File: src/rtl/pad_reader.sv
`timescale 1ns/1ps
// pad_reader: scans two DB9 joystick ports with a shared select line and
// decodes Mega Drive 3-button pads or one-button Atari sticks into
// active-high control bytes. Both bytes are committed together once per scan.
module pad_reader #(
    parameter int SETTLE = 8,
    parameter int PERIOD = 1024
) (
    input  logic       clock,
    input  logic       reset,
    input  logic       ce,
    input  logic [5:0] pad1,
    input  logic [5:0] pad2,
    output logic       select,
    output logic [7:0] joy1,
    output logic [7:0] joy2,
    output logic [1:0] present,
    output logic       strobe
);

    localparam int TW = (PERIOD > 2) ? $clog2(PERIOD) : 2;
    localparam logic [TW-1:0] T_HI   = TW'(SETTLE);
    localparam logic [TW-1:0] T_LO   = TW'(2 * SETTLE + 1);
    localparam logic [TW-1:0] T_LAST = TW'(PERIOD - 1);

    typedef enum logic [1:0] {
        ST_HIGH   = 2'd0,
        ST_LOW    = 2'd1,
        ST_COMMIT = 2'd2,
        ST_IDLE   = 2'd3
    } state_t;

    state_t        state;
    state_t        state_nxt;
    logic [TW-1:0] tick;

    logic [5:0]    meta1;
    logic [5:0]    meta2;
    logic [5:0]    s1;
    logic [5:0]    s2;

    // High-phase sample keeps all six pins; low phase only needs
    // left/right (detection) and pin6/pin9 (A/start).
    logic [5:0]    hi1;
    logic [5:0]    hi2;
    logic [3:0]    lo1;
    logic [3:0]    lo2;

    logic          latch_hi;
    logic          latch_lo;
    logic          commit;
    logic [8:0]    dec1;
    logic [8:0]    dec2;

    // Raw active-low sample to {present, start, A, C, B, up, down, left, right}.
    // lo holds {pin9, pin6, right, left} from the select-low phase.
    function automatic logic [8:0] decode(input logic [5:0] hi, input logic [3:0] lo);
        logic md;
        logic up;
        logic dn;
        logic lf;
        logic rt;
        md = ~lo[0] & ~lo[1];
        up = ~hi[0];
        dn = ~hi[1];
        lf = ~hi[2];
        rt = ~hi[3];
        if (up && dn) begin
            up = 1'b0;
            dn = 1'b0;
        end
        if (lf && rt) begin
            lf = 1'b0;
            rt = 1'b0;
        end
        return {md, md & ~lo[3], md & ~lo[2], ~hi[5], ~hi[4], up, dn, lf, rt};
    endfunction

    // Scan sequencer: free-running tick, wraps every PERIOD enabled cycles.
    always_ff @(posedge clock) begin
        if (!reset) begin
            tick <= '0;
        end else if (ce) begin
            tick <= (tick == T_LAST) ? '0 : tick + TW'(1);
        end
    end

    // Two-flop synchronizers on the raw pins; idle level is all-ones.
    always_ff @(posedge clock) begin
        if (!reset) begin
            meta1 <= '1;
            meta2 <= '1;
            s1    <= '1;
            s2    <= '1;
        end else if (ce) begin
            meta1 <= pad1;
            meta2 <= pad2;
            s1    <= meta1;
            s2    <= meta2;
        end
    end

    // FSM state register.
    always_ff @(posedge clock) begin
        if (!reset) begin
            state <= ST_HIGH;
        end else if (ce) begin
            state <= state_nxt;
        end
    end

    // FSM next-state logic, driven purely by tick positions.
    always_comb begin
        state_nxt = state;
        case (state)
            ST_HIGH:   if (tick == T_HI)   state_nxt = ST_LOW;
            ST_LOW:    if (tick == T_LO)   state_nxt = ST_COMMIT;
            ST_COMMIT:                     state_nxt = ST_IDLE;
            ST_IDLE:   if (tick == T_LAST) state_nxt = ST_HIGH;
            default:                       state_nxt = ST_HIGH;
        endcase
    end

    // FSM outputs: one-cycle actions at the two sample points and the commit.
    always_comb begin
        latch_hi = 1'b0;
        latch_lo = 1'b0;
        commit   = 1'b0;
        case (state)
            ST_HIGH:   latch_hi = (tick == T_HI);
            ST_LOW:    latch_lo = (tick == T_LO);
            ST_COMMIT: commit   = 1'b1;
            default:   ;
        endcase
    end

    // Phase sample registers; contents only matter once a commit follows.
    always_ff @(posedge clock) begin
        if (ce && latch_hi) begin
            hi1 <= s1;
            hi2 <= s2;
        end
        if (ce && latch_lo) begin
            lo1 <= s1[5:2];
            lo2 <= s2[5:2];
        end
    end

    assign dec1 = decode(hi1, lo1);
    assign dec2 = decode(hi2, lo2);

    // Select pin, strobe and the atomically committed output bytes.
    always_ff @(posedge clock) begin
        if (!reset) begin
            select  <= 1'b1;
            strobe  <= 1'b0;
            joy1    <= '0;
            joy2    <= '0;
            present <= '0;
        end else if (ce) begin
            strobe <= commit;
            if (latch_hi) begin
                select <= 1'b0;
            end else if (latch_lo) begin
                select <= 1'b1;
            end
            if (commit) begin
                joy1    <= dec1[7:0];
                joy2    <= dec2[7:0];
                present <= {dec2[8], dec1[8]};
            end
        end
    end

endmodule
File: config.mk
export PLATFORM = sky130hd
export DESIGN_NAME = pad_reader
export DESIGN_NICKNAME = d
export VERILOG_FILES = /design/src/rtl/pad_reader.sv
export SDC_FILE = /design/constraint.sdc
export NUM_CORES = 1
export LEC_CHECK = 0
export BUFFER_PORTS_ARGS = -buffer_cell sky130_fd_sc_hd__buf_2
export CORE_UTILIZATION = 50
export DETAILED_ROUTE_END_ITERATION = 8
export GPL_ROUTABILITY_DRIVEN = 1
export PLACE_DENSITY = 0.7
export SYNTH_ARGS = -nofsm -noshare
export SYNTH_HDL_FRONTEND = slang
export SYNTH_SLANG_ARGS = --single-unit
File: constraint.sdc
create_clock -name clock -period 3.3 [get_ports clock]
set_input_delay 0.495 -clock clock [delete_from_list [all_inputs] [get_ports clock]]
set_output_delay 0.495 -clock clock [all_outputs]
set_load 0.02 [all_outputs]
# After elaboration in Yosys (flattened, before gate mapping)
# Cells that the tools add are included.
# W data, S select, Z words.
# word_totals
regBits	76
latch_bits	0
ram_bits	0
rom_bits	0
output_inout_bits	20
mem_count	0
# op_classes
addsub	1
multipliers	0
n_div	0
magnitude_cmp	0
n_eq_ne	9
n_shift	0
n_mux	18
n_bitwise	26
n_reduce_logical	11
# op_table
cell	n
$not A1 Y1	20
$mux W1	13
$add A10 B1 Y10 const B	1
$eq A10 B10 Y1 const B	1
$eq A10 B4 Y1 const B	1
$eq A10 B5 Y1 const B	1
$mux W10	1
$pmux W2 S4	1
$and A1 B1 Y1	6
$logic_and A1 B1 Y1	6
$mux W2	3
$ne A2 B2 Y1 const B	3
$eq A2 B2 Y1 const B	2
$reduce_and A2 Y1	2
$reduce_and A4 Y1	1
$eq A2 B1 Y1 const B	1
$logic_not A2 Y1	1
$reduce_bool A2 Y1	1

# Longest topological paths before layout
# Gate-level depths: netlist of run 1.
# logic_depth
ltp_word	4
depth_mapped	7

# Worst setup path after synthesis of run 1
# Ideal clock, no wire load.
# synth_timing
path_type	input port to flip-flop
start	input ce
end	register lo1[0] (enable)
setup_time_ps	332
t_arrival_ps	1578
path_slack_ps	1391
cell_stages	3
path_buffers	2
path_cell_list	clkbuf_1 clkbuf_1 and4_1
# synth_via
elab_chain_cells	1
# synth_rtl
element	line_no	rtl
start, declared	11	input logic ce,
$logic_and A1 B1 Y1	143	if (ce && latch_lo) begin
end signal, assigned	144	lo1 <= s1[5:2];
end, declared	46	logic [3:0] lo1;
# Every way passes these cells.
# A chain may end at the register's enable or synchronous reset.

# Worst setup path in the final report of run 1
# layout_timing
start	register tick[5]
end	register hi1[4] (enable)
# layout_via
elab_chain_cells	3
# layout_rtl
element	line_no	rtl
start, declared	35	logic [TW-1:0] tick;
start signal, assigned	84	tick <= (tick == T_LAST) ? '0 : tick + TW'(1);
$eq A10 B4 Y1	130	ST_HIGH: latch_hi = (tick == T_HI);
$mux W1	129	case (state)
$logic_and A1 B1 Y1	139	if (ce && latch_hi) begin
end signal, assigned	140	hi1 <= s1;
end, declared	44	logic [5:0] hi1;
# Every way passes these cells.

==> impl_metrics.ini, run 1 <==
[synth]
yosysWarnings = 0
synth_edf_count = 20
ys_types = 31
ys.flop_type = dfxtp_1
yosysSeqAreaShare_pct = 59.0
syn_inst = 266
synth.avg_cell_area_um2 = 11.0
syn-cell-area_um2 = 2920
async_flop_share_pct = 0
synth_seq_cells = 76
synth_fp_nets = 289

[layout]
drive_gt1_share_pct = 17.7
diodes = 0
n_fill_cell = 478
fin_nets = 323
area_growth_pct = 16.4
layout.cells.non_filler = 377
multi_input_area_um2 = 1110
design_area_um2 = 3400
regArea_um2 = 1720
final_util_pct = 61.0

[job]
maxCapViolCount = 0

[global_route]
grt_pass1_vias = 1741
grt_overflow = 0
grt_max_degree = 36
grt_first_pass_wirelength_um = 8190
antenna_found_initial = 0
grtUsageTotal_pct = 17.6

[placed_design]
dpl_cell_area_um2 = 3150
place_ws_ns = 1.23
dpl.hpwl_um = 3250
routabilityCongestion = 0.788
dp.cells = 361
portBuffers = 34

[critical_path]
rr_startpoint = tick[5]
cp-startpoint = tick[5]
reg2reg_slack_ns = 1.34
crit_type = flip-flop to flip-flop
cp.arrival_ns = 1.94
cp.required_ns = 3.28
crit_path_start_kind = flip-flop
cp-end-kind = flip-flop
r2r_cells = 3
worstReg2RegEnd = hi1[4]
worstPathMaxFanout = 13

[sta]
maxSlewViolCount = 0
fin_setup_tns_ns = 0
period_needed_ns = 1.96
fmax_mhz = 510
final.period_utilization_pct = 59.4
hold_viol = 0
slew_headroom_pct = 35.0
rsz0062_at_grt = false
fin_ws_ns = 1.34
fin_skew_ns = 0.00953
setup_violations = 0
tightest_slew_ns = 0.973
fin_hold_ws_ns = 0.364

[floorplan]
initial_core_util_pct = 52.4
boundaryPins = 35
rows = 27
die_w_um = 78.4
core_um2 = 5570
die_area_um2 = 6150
die_y_um = 78.4

[clock_network]
clk_latency_ns = 0.35
cts_tree = done
clkTransAtPathRegs_ns = 0.07
clock_path_buffers = 2
cts_buffers = 9
cts_num_sinks = 76
htree_levels = 3
cts_resized = 0
cts_root_buf = clkbuf_8
hold_buffers = 0
post_cts_buffers = 0

[detailed_routing]
via_per_inst = 5.08
first_pass_iters = 4
routed_wl_um = 4900
wl_per_cell_um = 13.0
via_count = 1916
drc_errors = 0
drt-initial-drc-count = 72
postRouteAntennaNets = 0

[pwr]
leakage_nw = 1.37
power_density_nw_per_um2 = 564
ir_drop_mv = 0.276
power.total_mw = 1.92

[worst_hold_path]
hp-start = pad2[0]
min_to = meta2[0]
min_delay_path_depth = 3
hold_class = primary input to flip-flop

[outcome]
status = finished clean
registers in the layout (all words and copies together) (netlist names):
name     cells
joy1         8
s2           6
joy2         8
strobe       1
lo1          4
present      2
tick        10
hi1          6
hi2          6
meta2        6
select       1
s1           6
lo2          4
state        2
meta1        6
logic make-up after synthesis:
group / count (synthesis) / share of synthesized area, %
DFF: 76 / 59.0
muxes: 27 / 9.25
AOI/OAI and AO/OA: 30 / 6.00
buffers and inverters: 22 / 2.96
adders and majority gates: 8 / 3.43
xor gates and xnor gates: 7 / 2.10
and+or+nand+nor: 96 / 17.3
report_power, final:
part           internal [mW]  switching, mW  leakage, nW
Sequential             0.970         0.0130        0.630
Clock                  0.548          0.323        0.126
Combinational         0.0311         0.0330        0.610
Total                   1.55          0.369         1.37
synth_stat cells (2+ instances only):
library cell	instances	area [um2]
dfxtp_1	56	1120
clkbuf_1	11	41.3
edfxtp_1	20	601
and2_1	7	43.8
xor2_1	2	17.5
o21ai_0	7	35.0
nor3b_1	9	67.6
xnor2_1	5	43.8
nor4_1	5	31.3
nand2_1	37	139
a21oi_1	16	80.1
nor2_1	8	30.0
nor3_1	2	10.0
buf_2	3	15.0
ha_1	8	100
nor2b_1	14	87.6
mux2i_1	27	270
inv_1	8	30.0
o31ai_1	3	22.5
nand4_1	5	31.3
or3_1	2	12.5
and3_1	2	12.5
worst max path at each step:
stage | to | cells past startpoint
floorplan | lo1[0] | 3
global placement | tick[9] | 5
detailed placement | tick[0] | 5
CTS | hi2[5] | 3
global route | joy2[0] | 6
finish | hi1[4] | 3
routing by layer:
| layer | part of all wire (%) | vias up | wire length, um | GRT usage [%] |
|---|---|---|---|---|
| met5 | 0 | - | 0 | 0 |
| met4 | 2.7 | 0 | 131 | 11.7 |
| met3 | 3.6 | 9 | 176 | 4.07 |
| met2 | 42 | 37 | 2070 | 24.4 |
| met1 | 52 | 885 | 2520 | 24.3 |
| li1 | - | 985 | - | - |
area by class of cell:
class                      instances  area share (%)
clock buffer                      12            4.60
timing repair buffer              37            5.67
sequential                        76            50.7
multi-input combinational        168            32.7
inverter                           8           0.884
tap                               72            2.65
clock inverter                     4            2.80
cells in the final DEF, fill, tap and decap left out, types with 8 or more instances in the layout:
cell      Yosys  final
edfxtp_1     20     20
buf_2         3     34
inv_1         8      8
dfxtp_1      56     56
nor2_1        8      8
clkbuf_8      0      9
nor3b_1       9      9
nand2_1      37     37
ha_1          8      8
nor2b_1      14     14
mux2i_1      27     27
a21oi_1      16     16
worst max-delay path: stages, from the launching register on:
cell,delay [ns]
dfxtp_1,0.35
or4_4,0.56
nor2_1,0.16
and3_1,0.53
(Power assumes the default switching activity.)
==> inputs of run 2 (changes only) <==
--- a/config.mk
+++ b/config.mk
@@ -9,7 +9,7 @@
 export CORE_UTILIZATION = 50
 export DETAILED_ROUTE_END_ITERATION = 8
 export GPL_ROUTABILITY_DRIVEN = 1
-export PLACE_DENSITY = 0.7
+export PLACE_DENSITY = 0.73
 export SYNTH_ARGS = -nofsm -noshare
 export SYNTH_HDL_FRONTEND = slang
 export SYNTH_SLANG_ARGS = --single-unit
==> constraint.sdc (replaced) <==
create_clock -name clock -period 1.8 [get_ports clock]
set_input_delay 0.27 -clock clock [delete_from_list [all_inputs] [get_ports clock]]
set_output_delay 0.27 -clock clock [all_outputs]
set_load 0.02 [all_outputs]
==> impl_metrics.ini, run 2 (synthesis results as in run 1) <==
[placed_design]
dpl.hpwl_um = 3260
portBuffers = 34
routabilityCongestion = 0.792

[critical_path]
rr_startpoint = tick[5]
cp.arrival_ns = 1.78
critPathMaxStageDelay_ns = 0.56
crit_type = flip-flop to flip-flop
crit_path_start_kind = flip-flop
crit_chain = or4_4 -> nor2_1 -> and3_1 -> buf_12
worst_path_max_delay_cell = or4_4
cp-startpoint = tick[5]
cp-end-kind = flip-flop
cp.required_ns = 1.86
r2r_cells = 4
worstPathMaxFanout = 13

[sta]
tightest_slew_ns = 0.344
fin_setup_tns_ns = 0
fin_skew_ns = 0.0115
slew_headroom_pct = 77.1
setup_violations = 0
final.period_utilization_pct = 95.7
fmax_mhz = 581
period_needed_ns = 1.72
hold_viol = 0
rsz0062_at_grt = false
maxSlewViolCount = 0

[pwr]
ir_drop_mv = 0.675
pwr-share-comb_pct = 3.7
clkPwrFrac_pct = 41.2
switchingPower_uw = 667
switching_share_pct = 20.4
power_density_nw_per_um2 = 957
leakage_nw = 1.38
p_seq_share_pct = 55.1
intPower_mw = 2.60
power.total_mw = 3.27

[layout]
fin_nets = 327
drive_gt1_share_pct = 18.8
final_cell_mix = dfxtp_1 (56), nand2_1 (37), buf_2 (34)
reg_top3 = tick: 10 flops, joy1: 8 flops, joy2: 8 flops
regMostFlops = tick
area_growth_pct = 17.0
final_common_cell = dfxtp_1
n_fill_cell = 469
largest_reg_flops = 10
diodes = 0

[job]
maxCapViolCount = 0

[global_route]
grtUsageTotal_pct = 17.8
grt_first_pass_wirelength_um = 8190
grt_pass1_vias = 1761
grt_overflow = 0
grt_max_degree = 38
antenna_found_initial = 0

[clock_network]
post_cts_buffers = 0
cts_resized = 0
htree_levels = 3
cts_num_sinks = 76
clkTransAtPathRegs_ns = 0.07
cts_tree = done
clk_latency_ns = 0.34
cts_buffers = 9
cts_root_buf = clkbuf_8
hold_buffers = 0
clock_path_buffers = 2

[outcome]
status = finished clean

[floorplan]
die_w_um = 78.4
die_y_um = 78.4
boundaryPins = 35
rows = 27
initial_core_util_pct = 52.4
core_um2 = 5570
die_area_um2 = 6150

[detailed_routing]
via_per_inst = 4.99
first_pass_iters = 4
wl_per_cell_um = 13.0
drc_errors = 0
via_count = 1901
drt-initial-drc-count = 94
postRouteAntennaNets = 0
routed_wl_um = 4940

[worst_hold_path]
min_delay_path_depth = 3
hold_class = primary input to flip-flop
hp-start = pad2[1]
==> run 2: worst paths after layout <==
path | to | slack (ns)
max | hi2[2] | 0.08
min | meta2[1] | 0.14
max reg2reg | hi2[2] | 0.08
min reg2reg | hi2[1] | 0.44
==> run 2: final cells by class <==
type / instances / area, um2 / share of cell area, %
sequential: 76 / 1720 / 50.4
multi-input combinational: 168 / 1110 / 32.6
timing repair buffer: 41 / 248 / 7.25
clock buffer: 13 / 170 / 4.98
tap: 72 / 90.1 / 2.64
clock inverter: 3 / 43.8 / 1.28
inverter: 8 / 30.0 / 0.879
==> run 2: layer usage <==
metal | share of wire [%] | GRT usage [%] | vias up
met4 | 1.8 | 8.33 | 0
met1 | 51 | 24.4 | 856
met3 | 4.4 | 6.28 | 7
met2 | 43 | 24.9 | 44
li1 | - | - | 994
met5 | 0 | 0 | -
==> run 2: worst max-delay path: cells and delay by family (launching register included) <==
family / cells / cell delay [ns]
buf+inv: 1 / 0.15
simple gates: 3 / 0.94
flops: 1 / 0.34
==> run 2: power by group through the flow <==
stage | Combinational, mW | Sequential [mW] | Clock [mW]
6_report | 0.123 | 1.80 | 1.35
5_1_grt | 0.137 | 1.80 | 1.45
4_1_cts | 0.124 | 1.80 | 1.38
3_5_place_dp | 0.124 | 1.84 | 0
3_3_place_gp | 0.121 | 1.84 | 0
2_1_floorplan | 0.0907 | 1.83 | 0
==> run 2: per-stage QoR <==
step                hold WS (ns)  cells  cell area [um2]  util [%]  setup WS [ns]
global placement           0.429    365             3200      57.4          0.115
CTS                        0.126    381             3420      61.3         0.0798
finish                     0.141    381             3420      61.3         0.0782
detailed placement         0.420    365             3200      57.4         0.0774
floorplan                  0.398    266             2920         -         0.0214
global route               0.133    381             3420      61.3         0.0131
==> inputs of run 3 (changes only) <==
--- a/config.mk
+++ b/config.mk
@@ -5,6 +5,7 @@
 export SDC_FILE = /design/constraint.sdc
 export NUM_CORES = 1
 export LEC_CHECK = 0
+export ABC_AREA = 1
 export BUFFER_PORTS_ARGS = -buffer_cell sky130_fd_sc_hd__buf_2
 export CORE_UTILIZATION = 50
 export DETAILED_ROUTE_END_ITERATION = 8
==> impl_metrics.ini, run 3 <==
[pwr]
p_seq_share_pct = 53.5
leakage_nw = 1.50
pwr-share-comb_pct = 5.7
switchingPower_uw = 776
intPower_mw = 2.66
ir_drop_mv = 0.648
switching_share_pct = 22.6
power_density_nw_per_um2 = 1020
clkPwrFrac_pct = 40.8

[clock_network]
cts_root_buf = clkbuf_8
cts_tree = done
cts_buffers = 9
htree_levels = 3
cts_num_sinks = 76
hold_buffers = 0
clk_latency_ns = 0.35
cts_resized = 0
post_cts_buffers = 0
clock_path_buffers = 2
clkTransAtPathRegs_ns = 0.07

[synth]
yosysWarnings = 0
syn-cell-area_um2 = 2920
yosysSeqAreaShare_pct = 59.0
async_flop_share_pct = 0
synth_fp_nets = 348
ys_types = 27
synth_top_cell_area_share_pct = 38.4
ys_top_cells_by_count = nand2_1 (94), dfxtp_1 (56), nand3_1 (32)
yosys.area.top_type = dfxtp_1
synth_edf_count = 20
yosysMostFrequentCell = nand2_1
synth.avg_cell_area_um2 = 8.98
syn_inst = 325
yosys-top-cells-area = dfxtp_1 (38%), edfxtp_1 (21%), nand2_1 (12%)
synth_seq_cells = 76
ys.flop_type = dfxtp_1

[worst_hold_path]
hold_class = primary input to flip-flop
hp-start = pad2[4]

[global_route]
grt_pass1_vias = 1947
grtUsageTotal_pct = 20.0
grt-busiest-layer = met2
grt_overflow = 0
grt.met3_usage_pct = 5.00
grt_first_pass_wirelength_um = 9090
antenna_found_initial = 0
grtUsageMet1_pct = 26.6
grt_use_met2_pct = 29.7
grt_max_degree = 32

[layout]
reg_top3 = tick: 10 flops, joy1: 8 flops, joy2: 8 flops
regMostFlops = tick
final_cell_mix = nand2_1 (94), dfxtp_1 (56), buf_2 (34)
final_common_cell = nand2_1
multi_input_area_um2 = 1040
n_fill_cell = 514
area_growth_pct = 15.8
regArea_um2 = 1720
diodes = 0
drive_gt1_share_pct = 18.3
design_area_um2 = 3380
largest_reg_flops = 10
fin_nets = 385

[critical_path]
cp.arrival_ns = 1.77
crit_type = flip-flop to flip-flop
crit_path_start_kind = flip-flop
worstPathMaxFanout = 4
cp.required_ns = 2.04
rr_startpoint = tick[0]
cp-end-kind = flip-flop
reg2reg_slack_ns = 0.27
cp-startpoint = tick[0]

[sta]
period_needed_ns = 1.53
fin_skew_ns = 0.0114
fin_setup_tns_ns = 0
maxSlewViolCount = 0
rsz0062_at_grt = false
fmax_mhz = 654
final.period_utilization_pct = 85.0
slew_headroom_pct = 68.1
setup_violations = 0
tightest_slew_ns = 0.477
hold_viol = 0

[placed_design]
portBuffers = 34
routabilityCongestion = 0.794
dpl.hpwl_um = 3640
dpl_cell_area_um2 = 3160

[detailed_routing]
routed_wl_um = 5430
wl_per_cell_um = 12.4
via_count = 2153
drc_errors = 0
via_per_inst = 4.90
first_pass_iters = 4
drt-initial-drc-count = 75
postRouteAntennaNets = 0

[job]
maxCapViolCount = 0

[floorplan]
core_um2 = 5570
die_area_um2 = 6140
initial_core_util_pct = 52.3
boundaryPins = 35
rows = 27
die_w_um = 78.4
die_y_um = 78.4

[outcome]
status = finished clean
==> run 3: changes by cell type in the layout (fill, tap and decap cells not counted), sizes merged, moves of 14 or more <==
cell,change
nor2,+19
nand2,+58
inv,+18
nor2b,-14
mux2i,-27
nand3,+32
==> run 3: path summary, 6_finish.rpt <==
check | to | depth (start not counted)
hold / removal | meta2[4] | 3
setup / recovery | state[0] | 10
setup reg to reg | state[0] | 10
hold reg to reg | joy2[4] | 1
==> run 3: area by class of cell <==
type                       instances  area share, %
inverter                          25           2.78
multi-input combinational        210           30.9
clock inverter                     6           2.59
sequential                        76           51.0
tap                               72           2.67
clock buffer                      10           3.78
timing repair buffer              40           6.37
==> run 3: power by group through the flow <==
stage / combinational [mW] / sequential [mW] / clock [mW]
after floorplan: 0.134 / 1.88 / 0
after global placement: 0.191 / 1.88 / 0
after detailed placement: 0.195 / 1.88 / 0
after CTS: 0.198 / 1.84 / 1.43
after global routing: 0.223 / 1.85 / 1.50
final: 0.194 / 1.84 / 1.40
==> run 3: kinds of logic (layout without fill, tap and decap cells) <==
kind of cell             count (synthesis)  in the layout  synth area share (%)
adder cells (fa/ha/maj)                  8              8                  3.43
buffers and inverters                   39             81                  5.27
flip-flops                              76             76                  59.0
AO/OA/AOI/OAI                           34             34                  7.25
AND/OR/NAND/NOR                        165            165                  24.1
XOR/XNOR                                 3              3                 0.901
==> run 3: through the flow <==
stage	total power, mW	std cells	hold WS, ns	worst slack, ns	utilization, %
3_3_place_gp	2.07	423	0.406	0.325	56.7
3_5_place_dp	2.07	423	0.408	0.288	56.7
4_1_cts	3.47	439	0.112	0.277	60.6
2_1_floorplan	2.01	325	0.392	0.0393	-
6_report	3.44	439	0.126	0.270	60.6
5_1_grt	3.57	439	0.135	0.106	60.6
==> run 3: layer usage <==
| metal | up-vias | part of all wire (%) | wire [um] |
|---|---|---|---|
| li1 | 1127 | - | - |
| met1 | 970 | 49 | 2680 |
| met2 | 44 | 44 | 2410 |
| met3 | 12 | 4.0 | 215 |
| met4 | 0 | 2.3 | 127 |
| met5 | - | 0 | 0 |
==> run 3: critical path, stage by stage (launching register included) <==
cell,delay (ns)
dfxtp_1,0.40
ha_1,0.19
nand2_1,0.13
nor2_1,0.13
nand3b_1,0.11
nand2_1,0.07
nand2_1,0.05
nor2_2,0.18
nand2_1,0.07
nand2_1,0.06
nor2_1,0.04
